## src/rtl/rx_buffer.sv

```systemverilog
// rx_buffer: MSB-first serial-to-parallel receiver with a one-word holding
// register, consumer handshake (valid/ack) and a sticky overrun flag.
//
//   state | meaning
//   EMPTY | dout holds no unacknowledged word, valid=0
//   FULL  | dout holds a word awaiting ack, valid=1
module rx_buffer #(
   parameter int WIDTH = 8
) (
   input  logic                                         clk,
   input  logic                                         rst,
   input  logic                                         din,
   input  logic                                         en,
   input  logic                                         sync,
   input  logic                                         ack,
   output logic [WIDTH-1:0]                             dout,
   output logic                                         valid,
   output logic                                         overrun,
   output logic [((WIDTH > 1) ? $clog2(WIDTH) : 1)-1:0] bit_cnt
);

   localparam int CW = (WIDTH > 1) ? $clog2(WIDTH) : 1;

   typedef enum logic [0:0] {
      EMPTY = 1'b0,
      FULL  = 1'b1
   } state_t;

   state_t           r_state;
   state_t           w_state_nxt;
   logic [WIDTH-1:0] r_shreg;
   logic [CW-1:0]    r_bit_cnt;
   logic [WIDTH-1:0] r_dout;
   logic             r_overrun;

   logic             w_accept;
   logic             w_complete;
   logic [WIDTH-1:0] w_word;
   logic             w_load;
   logic             w_set_ovr;
   logic             w_clr_ovr;

   // sync wins over en, so a bit presented on a realign edge is dropped
   assign w_accept   = en & ~sync;
   assign w_complete = w_accept & (r_bit_cnt == CW'(WIDTH - 1));
   if (WIDTH > 1) begin : g_word
      assign w_word = {r_shreg[WIDTH-2:0], din};
   end else begin : g_word1
      assign w_word = din;
   end

   // Shift register and bit counter for the partial word being assembled
   always_ff @(posedge clk or posedge rst) begin
      if (rst) begin
         r_shreg   <= '0;
         r_bit_cnt <= '0;
      end else if (sync) begin
         r_shreg   <= '0;
         r_bit_cnt <= '0;
      end else if (en) begin
         r_shreg   <= w_word;
         r_bit_cnt <= w_complete ? '0 : r_bit_cnt + CW'(1);
      end
   end

   // Holding FSM state register
   always_ff @(posedge clk or posedge rst) begin
      if (rst) begin
         r_state <= EMPTY;
      end else begin
         r_state <= w_state_nxt;
      end
   end

   // Next-state and holding-register control
   always_comb begin
      w_state_nxt = r_state;
      w_load      = 1'b0;
      w_set_ovr   = 1'b0;
      w_clr_ovr   = 1'b0;
      case (r_state)
         EMPTY: begin
            if (w_complete) begin
               w_load      = 1'b1;
               w_state_nxt = FULL;
            end
         end
         FULL: begin
            w_clr_ovr = ack;
            if (ack && w_complete) begin
               w_load = 1'b1;
            end else if (ack) begin
               w_state_nxt = EMPTY;
            end else if (w_complete) begin
               w_set_ovr = 1'b1;
            end
         end
         default: w_state_nxt = EMPTY;
      endcase
   end

   // Holding register and sticky overrun; a drop on the same edge wins over clear
   always_ff @(posedge clk or posedge rst) begin
      if (rst) begin
         r_dout    <= '0;
         r_overrun <= 1'b0;
      end else begin
         if (w_load) begin
            r_dout <= w_word;
         end
         if (w_set_ovr) begin
            r_overrun <= 1'b1;
         end else if (w_clr_ovr) begin
            r_overrun <= 1'b0;
         end
      end
   end

   assign dout    = r_dout;
   assign valid   = (r_state == FULL);
   assign overrun = r_overrun;
   assign bit_cnt = r_bit_cnt;

endmodule
```

## config.mk

```make
export PLATFORM = sky130hd
export DESIGN_NAME = rx_buffer
export DESIGN_NICKNAME = d
export VERILOG_FILES = /design/src/rtl/rx_buffer.sv
export SDC_FILE = /design/constraint.sdc
export NUM_CORES = 1
export LEC_CHECK = 0
export ABC_CLOCK_PERIOD_IN_PS = 1600
export CAP_MARGIN = 20
export CORE_MARGIN = 3
export CORE_UTILIZATION = 30
export CTS_BUF_LIST = sky130_fd_sc_hd__clkbuf_8
export CTS_CLUSTER_DIAMETER = 120
export DETAILED_ROUTE_END_ITERATION = 10
export GPL_TIMING_DRIVEN = 0
export HOLD_SLACK_MARGIN = 0.15
export PLACE_DENSITY_LB_ADDON = 0.2
export SYNTH_ARGS = -nofsm -noshare
export SYNTH_HDL_FRONTEND = slang
export SYNTH_SLANG_ARGS = --single-unit
export TNS_END_PERCENT = 1
```

## constraint.sdc

```tcl
create_clock -name clk -period 1.6 [get_ports clk]
set_input_delay 0.32 -clock clk [delete_from_list [all_inputs] [get_ports clk]]
set_output_delay 0.32 -clock clk [all_outputs]
set_load 0.03 [all_outputs]
```

==> results.md <==
- Worst EP arrival: ~1.7 ns
- Seq/Total Area, Yosys: roughly 60%
- Critical Path RT: between 1.5 and 2 ns
- Filler Cells Inserted: 266
- Max Fclk: 659.8 MHz
- Total grt overflow: 0
- Post-route design area: between 1000 and 1500 um2
- Vias in the first global route: 609
- Port bufs: 18
- Clk buf depth: 2
- Total number of vias: between 500 and 600
- Diodes inserted: 0
- CP Launch Type: flip-flop
- Routed Antenna Nets: 0
- Max FO, Critical Path: 8
- Min-Delay Endpoint: dout[1]
- Tot Pwr: between 0.0009 and 0.001 W
- Fin crit period: 1.516 ns
- Fin crit share: ~95%
- Max-slew headroom: 49.77%
- # placed instances: between 100 and 150
- RR Endpoint: dout[4]
- R2R cell count: 6
- Most frequent cells in the layout: dfrtp_1 (18), nor2_1 (9), mux2i_1 (8)
- Mapped Nets: 71
- Global-route wire length before repair: 2.635 mm
- Starting Density: approximately 33%
- Area grow syn2layout: 38.21%
- Clk sink count: 20
- Max Cap Violations: 0
- Worst-Margin Slew: 0.7527 ns
- Non-Filler Instances: approximately 120
- HP Class: reg2reg
- Slew Limit Fails: 0
- Cells after Synth: 63
- Hold buffers post-CTS: 0
- Final setup TNS: 0 ns
- Die area: 3465 um2
- Most common cell after layout, fill and taps aside: dfrtp_1
- Hold path cells: 1
- Number of antenna violations at the first check in global routing: 0
- Die W: roughly 59 um
- Remaining DRCs: 0
- Unrepaired setup endpoints after global routing: no
- Max H-tree Level: 1
- Pleak: between 0.7 and 0.8 nW
- PD cells: 783.2 nW/um2
- Final RePlAce weighted congestion: ~0.69
- HPWL Detailed: roughly 1 mm
- # setup viols final: 0
- Setup crit start: bit_cnt[0]
- Pin count of the biggest net entering global routing: 21
- Clock transition at path regs: 0.07 ns
- Yosys Warn Count: 0
- Clock Skew: roughly 0.0039 ns
- Die span in y: a little under 60 um
- Syn_area_per_cell: between 10 and 15 um2
- #FFs+latches synth: 20
- Rows: 18
- Hold Fails Final Rpt: 0
- Initial DRC count: 12
- FF-to-FF setup slack: between 0.08 and 0.09 ns
- Post-synth design cell area: ~840 um2
- Total track usage: 9.931%
- Worst skew pair latency: about 0.25 ns
- Post-DR wirelength/cell: between 10 and 15 um
- DRT Pass-1 Iters: 4
- Setup CP Type: reg2reg
- Setup crit end kind: flip-flop
- Seq. cell area: between 500 and 600 um2
- Total CTS buffers: 3
- I/O Pins: 19
- CTS tree: done
- Root Buffer: clkbuf_8
- Area of the multi-input gates: 342.8 um2
- Synth cell types: 16
- Peak VDD IR: 0.3993 mV
- Dpl cell area: 1074 um2
- Core Area: 2567 um2
- RR Startpoint: bit_cnt[0]
- Status: completed
- DR vias/cell: between 4 and 5
- Ratio of cells with drive above 1 in the final layout: between 20% and 30%
- Final #Nets: 95
- DRT Wirelength: between 1 and 1.5 mm
- Hold Crit Start: dout[1]
==> flip-flops by register name (all words and copies together) (netlist names) <==
name / count
valid: 1
dout: 8
overrun: 1
bit_cnt: 3
r_shreg: 7
==> power by group <==
part           internal, W  switching (W)  total (W)
sequential        0.000513     0.00000761   0.000521
combinational    0.0000308      0.0000409  0.0000718
clock             0.000167       0.000148   0.000315
total             0.000711       0.000196   0.000907
==> area by class of cell <==
| type | instances | share of cell area [%] |
|---|---|---|
| Tap cell | 30 | 3.240 |
| Clock buffer | 3 | 3.564 |
| Inverter | 4 | 1.296 |
| Multi-Input combinational cell | 37 | 29.59 |
| Timing Repair Buffer | 19 | 18.14 |
| Sequential cell | 20 | 43.41 |
| Buffer | 2 | 0.7559 |
==> synthesized netlist by cell type (all sizes together) <==
| cell | number | share of area, % |
|---|---|---|
| nor3b | 1 | 0.90 |
| nand3b | 2 | 3.3 |
| mux2 | 8 | 11 |
| ha | 2 | 3.0 |
| nor2 | 9 | 4.0 |
| nand2 | 1 | 0.45 |
| a21oi | 4 | 3.7 |
| o21ba | 1 | 1.2 |
| o21ai | 1 | 0.60 |
| buf | 1 | 0.60 |
| dfrtp | 20 | 60 |
| clkbuf | 1 | 0.45 |
| inv | 4 | 1.8 |
| mux2i | 8 | 9.6 |
==> worst max-delay path, cell delays in order (launching register included) <==
cell	delay (ns)
dfrtp_2	0.41
ha_4	0.15
ha_4	0.14
nand3b_4	0.10
a21oi_4	0.14
buf_12	0.14
mux2_2	0.33
==> worst max path at each step <==
| stage | to | cells after the start |
|---|---|---|
| 2_1_floorplan | dout[0] | 5 |
| 3_3_place_gp | dout[1] | 4 |
| 3_5_place_dp | dout[4] | 4 |
| 4_1_cts | dout[2] | 5 |
| 5_1_grt | dout[3] | 6 |
| 6_report | dout[4] | 6 |
==> logic make-up (layout without fill, tap and decap cells) <==
group	count (synthesis)	after routing	synth area share (%)
DFF	20	20	59.70
buffers and inverters	6	28	2.834
muxes	16	16	20.30
adders and majority gates	2	2	2.985
and+or+nand+nor	13	13	8.657
AOI/OAI and AO/OA	6	6	5.522
==> metrics by stage <==
step	hold slack (ns)	setup slack (ns)	utilization [%]
3_5_place_dp	0.4981	-0.1557	41.81
6_report	0.5034	0.08431	45.13
5_1_grt	0.5375	0.02780	45.13
3_3_place_gp	0.4930	-0.1492	41.81
2_1_floorplan	0.2837	0.005446	-
4_1_cts	0.5120	-0.01020	43.13
==> per-layer routing <==
| metal | vias to the layer above | global-route usage, % | part of all wire, % |
|---|---|---|---|
| met5 | - | 0 | 0 |
| met4 | 0 | 5.178 | 0.81 |
| met3 | 2 | 2.632 | 4.5 |
| met2 | 9 | 14.67 | 47 |
| met1 | 280 | 13.28 | 48 |
| li1 | 256 | - | - |
==> repair_timing <==
item	4_1_cts	5_1_grt
endpoints found under the setup margin	14	15
setup buffers	0	1
gates resized for setup	6	9
Note: power is estimated with default switching activity, not from simulation.
